### config.mk
export PLATFORM = sky130hd
export DESIGN_NAME = mem_access
export DESIGN_NICKNAME = d
export VERILOG_FILES = /design/src/rtl/mem_access.sv
export SDC_FILE = /design/constraint.sdc
export NUM_CORES = 1
export LEC_CHECK = 0
export BUFFER_PORTS_ARGS = -buffer_cell sky130_fd_sc_hd__buf_2
export CAP_MARGIN = 20
export CORE_UTILIZATION = 51
export CTS_CLUSTER_SIZE = 8
export DETAILED_ROUTE_END_ITERATION = 16
export PLACE_DENSITY = 0.8
export SLEW_MARGIN = 40
export SYNTH_ARGS = -nofsm -noshare
export SYNTH_HDL_FRONTEND = slang
export SYNTH_SLANG_ARGS = --single-unit
### constraint.sdc
create_clock -name Clock -period 2.24 [get_ports Clock]
set_input_delay 0.336 -clock Clock [delete_from_list [all_inputs] [get_ports Clock]]
set_output_delay 0.336 -clock Clock [all_outputs]
set_load 0.01 [all_outputs]
### src/rtl/mem_access.sv
`default_nettype none
// ============================================================================
// Module   : mem_access
// Purpose  : Pipeline memory-access stage. Turns the execute-stage bundle into
//            a req/ack data-memory transaction with byte lanes, extracts and
//            sign-extends load data, aborts stuck accesses after MAX_WAIT
//            cycles and presents one write-back beat per retired op.
// Options  : MEM_ALIGN_CHECK_EN - adds sticky AddrErr output and rejects
//            misaligned half/word accesses without touching memory.
// Revision : 1.0 - initial release
// ============================================================================
module mem_access #(
   parameter int MAX_WAIT = 15
) (
   input  logic        Clock,
   input  logic        nReset,
   input  logic        InValid,
   input  logic [31:0] Address,
   input  logic [31:0] StoreData,
   input  logic [4:0]  RAddrIn,
   input  logic        RegWriteIn,
   input  logic        MemReadIn,
   input  logic        MemtoRegIn,
   input  logic        MemWriteIn,
   input  logic [1:0]  MemSize,
   input  logic        MemSigned,
   output logic        Stall,
   output logic        DReq,
   output logic        DWrite,
   output logic [31:0] DAddr,
   output logic [3:0]  DByteEn,
   output logic [31:0] DWData,
   input  logic        DAck,
   input  logic [31:0] DRData,
   output logic [31:0] WBData,
   output logic [4:0]  RAddrOut,
   output logic        RegWriteOut,
   output logic        WBValid,
`ifdef MEM_ALIGN_CHECK_EN
   output logic        AddrErr,
`endif
   output logic        Timeout
);

   localparam int CNT_W = $clog2(MAX_WAIT + 1);

   typedef enum logic [0:0] {
      S_IDLE   = 1'b0,
      S_ACCESS = 1'b1
   } state_t;

   state_t             state_q;
   logic [CNT_W-1:0]   cnt_q;

   // Attributes of the in-flight access, captured when it is accepted
   logic [31:0]        addr_q;
   logic [1:0]         size_q;
   logic               sgn_q;
   logic [1:0]         lane_q;
   logic [4:0]         rd_q;
   logic               rw_q;
   logic               m2r_q;
   logic               load_q;

   // Registered output copies
   logic               dreq_q;
   logic               dwrite_q;
   logic [31:0]        daddr_q;
   logic [3:0]         dbe_q;
   logic [31:0]        dwdata_q;
   logic [31:0]        wbdata_q;
   logic [4:0]         raddr_q;
   logic               regwr_q;
   logic               wbvalid_q;
   logic               timeout_q;
`ifdef MEM_ALIGN_CHECK_EN
   logic               addrerr_q;
`endif

   logic               w_mem_op;
   logic               w_misalign;
   logic               w_last;
   logic [3:0]         w_be;
   logic [31:0]        w_wdata;
   logic [7:0]         w_byte;
   logic [15:0]        w_half;
   logic [31:0]        w_load;

   assign w_mem_op = MemReadIn | MemWriteIn;
   // Final permitted ACCESS cycle: no ack here means the access is abandoned
   assign w_last   = (cnt_q == CNT_W'(MAX_WAIT - 1));

`ifdef MEM_ALIGN_CHECK_EN
   assign w_misalign = ((MemSize == 2'b01) && Address[0]) ||
                       (MemSize[1] && (Address[1:0] != 2'b00));
`else
   assign w_misalign = 1'b0;
`endif

   // Stall is the only combinational output: hold upstream until retirement
   always_comb begin
      Stall = 1'b0;
      if (state_q == S_ACCESS)
         Stall = !DAck && !w_last;
      else
         Stall = InValid && w_mem_op && !w_misalign;
   end

   // Byte-lane enables and lane-replicated store data for the incoming op
   always_comb begin
      w_be    = 4'b1111;
      w_wdata = StoreData;
      case (MemSize)
         2'b00: begin
            w_be    = 4'b0001 << Address[1:0];
            w_wdata = {4{StoreData[7:0]}};
         end
         2'b01: begin
            w_be    = Address[1] ? 4'b1100 : 4'b0011;
            w_wdata = {2{StoreData[15:0]}};
         end
         default: begin
            w_be    = 4'b1111;
            w_wdata = StoreData;
         end
      endcase
   end

   // Load lane extraction with optional sign extension
   always_comb begin
      w_byte = DRData[7:0];
      case (lane_q)
         2'd0:    w_byte = DRData[7:0];
         2'd1:    w_byte = DRData[15:8];
         2'd2:    w_byte = DRData[23:16];
         default: w_byte = DRData[31:24];
      endcase
      w_half = lane_q[1] ? DRData[31:16] : DRData[15:0];
      case (size_q)
         2'b00:   w_load = {{24{sgn_q & w_byte[7]}}, w_byte};
         2'b01:   w_load = {{16{sgn_q & w_half[15]}}, w_half};
         default: w_load = DRData;
      endcase
   end

   // Access FSM with all registered outputs
   always_ff @(posedge Clock or negedge nReset) begin
      if (!nReset) begin
         state_q   <= S_IDLE;
         cnt_q     <= '0;
         addr_q    <= '0;
         size_q    <= '0;
         sgn_q     <= 1'b0;
         lane_q    <= '0;
         rd_q      <= '0;
         rw_q      <= 1'b0;
         m2r_q     <= 1'b0;
         load_q    <= 1'b0;
         dreq_q    <= 1'b0;
         dwrite_q  <= 1'b0;
         daddr_q   <= '0;
         dbe_q     <= '0;
         dwdata_q  <= '0;
         wbdata_q  <= '0;
         raddr_q   <= '0;
         regwr_q   <= 1'b0;
         wbvalid_q <= 1'b0;
         timeout_q <= 1'b0;
`ifdef MEM_ALIGN_CHECK_EN
         addrerr_q <= 1'b0;
`endif
      end else begin
         wbvalid_q <= 1'b0;
         case (state_q)
            S_IDLE: begin
               if (InValid) begin
                  if (w_mem_op && w_misalign) begin
                     // Rejected misaligned access retires immediately
                     wbvalid_q <= 1'b1;
                     wbdata_q  <= Address;
                     raddr_q   <= RAddrIn;
                     regwr_q   <= 1'b0;
`ifdef MEM_ALIGN_CHECK_EN
                     addrerr_q <= 1'b1;
`endif
                  end else if (w_mem_op) begin
                     state_q  <= S_ACCESS;
                     cnt_q    <= '0;
                     dreq_q   <= 1'b1;
                     dwrite_q <= MemWriteIn & !MemReadIn;
                     daddr_q  <= {Address[31:2], 2'b00};
                     dbe_q    <= w_be;
                     dwdata_q <= w_wdata;
                     addr_q   <= Address;
                     size_q   <= MemSize;
                     sgn_q    <= MemSigned;
                     lane_q   <= Address[1:0];
                     rd_q     <= RAddrIn;
                     rw_q     <= RegWriteIn;
                     m2r_q    <= MemtoRegIn;
                     load_q   <= MemReadIn;
                  end else begin
                     wbvalid_q <= 1'b1;
                     wbdata_q  <= Address;
                     raddr_q   <= RAddrIn;
                     regwr_q   <= RegWriteIn;
                  end
               end
            end
            default: begin
               if (DAck) begin
                  state_q   <= S_IDLE;
                  dreq_q    <= 1'b0;
                  wbvalid_q <= 1'b1;
                  raddr_q   <= rd_q;
                  regwr_q   <= rw_q & load_q;
                  wbdata_q  <= (load_q && m2r_q) ? w_load : addr_q;
               end else if (w_last) begin
                  state_q   <= S_IDLE;
                  dreq_q    <= 1'b0;
                  timeout_q <= 1'b1;
                  wbvalid_q <= 1'b1;
                  raddr_q   <= rd_q;
                  regwr_q   <= 1'b0;
                  wbdata_q  <= addr_q;
               end else begin
                  cnt_q <= cnt_q + CNT_W'(1);
               end
            end
         endcase
      end
   end

   assign DReq        = dreq_q;
   assign DWrite      = dwrite_q;
   assign DAddr       = daddr_q;
   assign DByteEn     = dbe_q;
   assign DWData      = dwdata_q;
   assign WBData      = wbdata_q;
   assign RAddrOut    = raddr_q;
   assign RegWriteOut = regwr_q;
   assign WBValid     = wbvalid_q;
   assign Timeout     = timeout_q;
`ifdef MEM_ALIGN_CHECK_EN
   assign AddrErr     = addrerr_q;
`endif

endmodule
`default_nettype wire

==> metrics <==
status=finished, final reports clean; top-count cell post-synth=nand2_1; Die Wd=118 um; Setup TNS Final=0 ns; Power Dens Cells=1040 nW/um^2; grt total ovfl=0; Yosys reg bits=~130; total global-route track usage=29.2%; post-synth cell types=49; core area=12,900 sq um; Synth Instances=just under 800; Final GP Congestion=0.867; Post-CTS Hold Fix Bufs=1; Mapped Avg Cell Area=8.61 sq um; MaxCap Viol Count=0; Multi-input gate area=3170 sq um; H-tree levels=4; warnings from Yosys=0; vias per inst=approximately 5.5; CTS tree=done; layout cell share with drive strength beyond 1=31.2%; Worst Hold Class=input port to flip-flop; post-DR wirelength/cell=around 17 um; type of the worst setup path=flip-flop to output port; DIE HEIGHT=118 um; WHS=~0.11 ns; vias in the first global route=5,964; clock root buffer=clkbuf_16; EDFF count, synth=0; Synth area leader=dfrtp_1; post-DP HPWL=13,900 um; Area Growth Syn to Fin=25.3%; maximum VDD drop=0.000585 V; post-synthesis sequential area ratio=46.1%; unrepaired setup endpoints after global routing=false; Cell Area, Placed=7920 sq um; # nets final=1,085; DP Cell Count=1,123; Fmax=0.502 GHz; Clk Latency, worst-skew pair=0.41 ns; register area=3160 sq um; n_diodes=0; Top FF cell, synth=dfrtp_1; Reg clk slew, reported paths=~0.05 ns; # DRC=0; Total Die Area=13,900 sq um; Detailed Routing Iterations Pass 1=5; Rel. slew slack=52.7%; PortBufs=220; Finished Core Util=66.6%; I/O Pins=223; Async SR Flop Fraction=100%; WP data arrival=1.66 ns; leak pwr=4.31 nW; filler cell count=1,098; fin crit share=about 89%; antenna violations before repair=0; synth top area cells=dfrtp_1 (46%), nand2_1 (12%), mux2i_1 (5.4%); Req. time, crit path=1.90 ns; WL final=about 20,000 um; cts bufs inserted=17; final cell count without fillers=1,155; crit path capture type=output port; Setup crit start kind=flip-flop; post-synthesis cell area=6850 sq um; first-pass GRT wire length=approximately 32,000 um; post-layout min period=1.99 ns; share of Yosys cell area claimed by the top area cell type=46.1%; DRT antenna net count=0; cts repair resizes=0; post-CTS setup buffers=0; crit path max fanout=19; Slew Viols, Final=0; largest net degree at the start of global routing=87; std cell rows=41; synth cell count leaders=nand2_1 (224), dfrtp_1 (126), a21oi_1 (73); DRT iter0 DRCs=476; Finished Cell Area=8580 sq um; Max Buffers Root-to-Sink=2; final hold violation count=0; vias post-DR=6,364; Starting Density=53.2%; Worst-Margin Slew=approximately 0.71 ns; R2R Setup Slk=0.29 ns; clk sinks=between 100 and 150; Layout Skew=approximately 0.0064 ns; Final setup viols=0
==> stage by stage <==
step                setup slack [ns]  total power [mW]
floorplan                      0.513              4.98
global placement               0.407              5.86
detailed placement             0.314              5.93
CTS                            0.249              8.96
global route                   0.142              9.42
finish                         0.248              8.94
==> routing by layer <==
metal	share of wire (%)	global-route usage, %	vias to the layer above	routed length (um)
met4	2.1	11.0	0	410
li1	-	-	3028	-
met2	46	45.1	280	9110
met5	0	0	-	0
met1	44	39.8	3020	8570
met3	7.8	6.78	36	1530
==> kinds of logic (layout without fill, tap and decap cells) <==
family          count (synthesis)  count (layout)  share of synthesized area, %
fa+ha+maj                       2               2                         0.366
mux                            38              38                          5.57
other cells                     1               2                        0.0548
simple gates                  324             324                          20.3
compound gates                204             204                          19.5
xor+xnor                        2               2                         0.256
flops                         126             126                          46.1
buf+inv                        98             285                          7.95
==> sequential cells by signal, indices dropped and copies added, names as in the netlist <==
name and cells:
DWData 32, WBData 32, addr_q 31, RAddrOut 5
rd_q 5, DByteEn 4, cnt_q 4, size_q 2
DAddr 1, DReq 1, DWrite 1, RegWriteOut 1
Timeout 1, WBValid 1, load_q 1, m2r_q 1
rw_q 1, sgn_q 1, state_q 1
==> worst max-delay path, cell delays in order (launching register included) <==
cell      delay, ns
dfrtp_2        0.37
buf_4          0.27
nand2b_1       0.13
nand2b_1       0.22
nand2_1        0.10
buf_2          0.14
==> layout by cell type, fill, tap and decap left out, types with 3 or more instances in the layout <==
cell type,Yosys,routed
a21oi_2,7,7
clkbuf_16,0,17
inv_1,6,6
o31ai_1,6,6
o22ai_1,4,4
o221ai_1,9,9
nor3b_1,16,16
buf_4,35,22
o21ai_0,49,49
o21ai_1,4,3
dfrtp_1,126,124
o31ai_2,10,10
a21oi_1,73,73
a22o_1,11,11
mux2i_1,37,37
nand3_1,16,16
buf_2,24,219
clkinv_2,0,3
nand2_1,224,224
nand2b_1,25,25
nor2_1,32,31
buf_12,0,4
a31oi_1,15,15
bufinv_16,0,5
==> layout make-up <==
cell class                      instances  share of cell area, %
Clock buffer                           20                   5.33
Clock inverter                         11                   2.20
Inverter                                7                  0.306
Multi-Input combinational cell        572                   37.0
Sequential cell                       126                   36.8
Tap cell                              172                   2.51
Timing Repair Buffer                  247                   15.9
==> path summary, 6_finish.rpt <==
path	to	cells past startpoint	start
worst min register to register	rd_q[2]	2	rd_q[2]
worst max-delay path	Stall	5	state_q
min in group asynchronous	addr_q[21]	2	nReset
worst min-delay path	m2r_q	3	MemtoRegIn
max in group asynchronous	state_q	3	nReset
worst max register to register	WBData[31]	8	cnt_q[0]
==> power by group <==
| part | internal (mW) | switching, mW | total (mW) |
|---|---|---|---|
| Combinational | 1.08 | 1.55 | 2.63 |
| Sequential | 2.86 | 0.426 | 3.29 |
| Clock | 2.02 | 0.996 | 3.02 |
| Total | 5.96 | 2.97 | 8.94 |
Note: power is estimated with default switching activity, not from simulation.
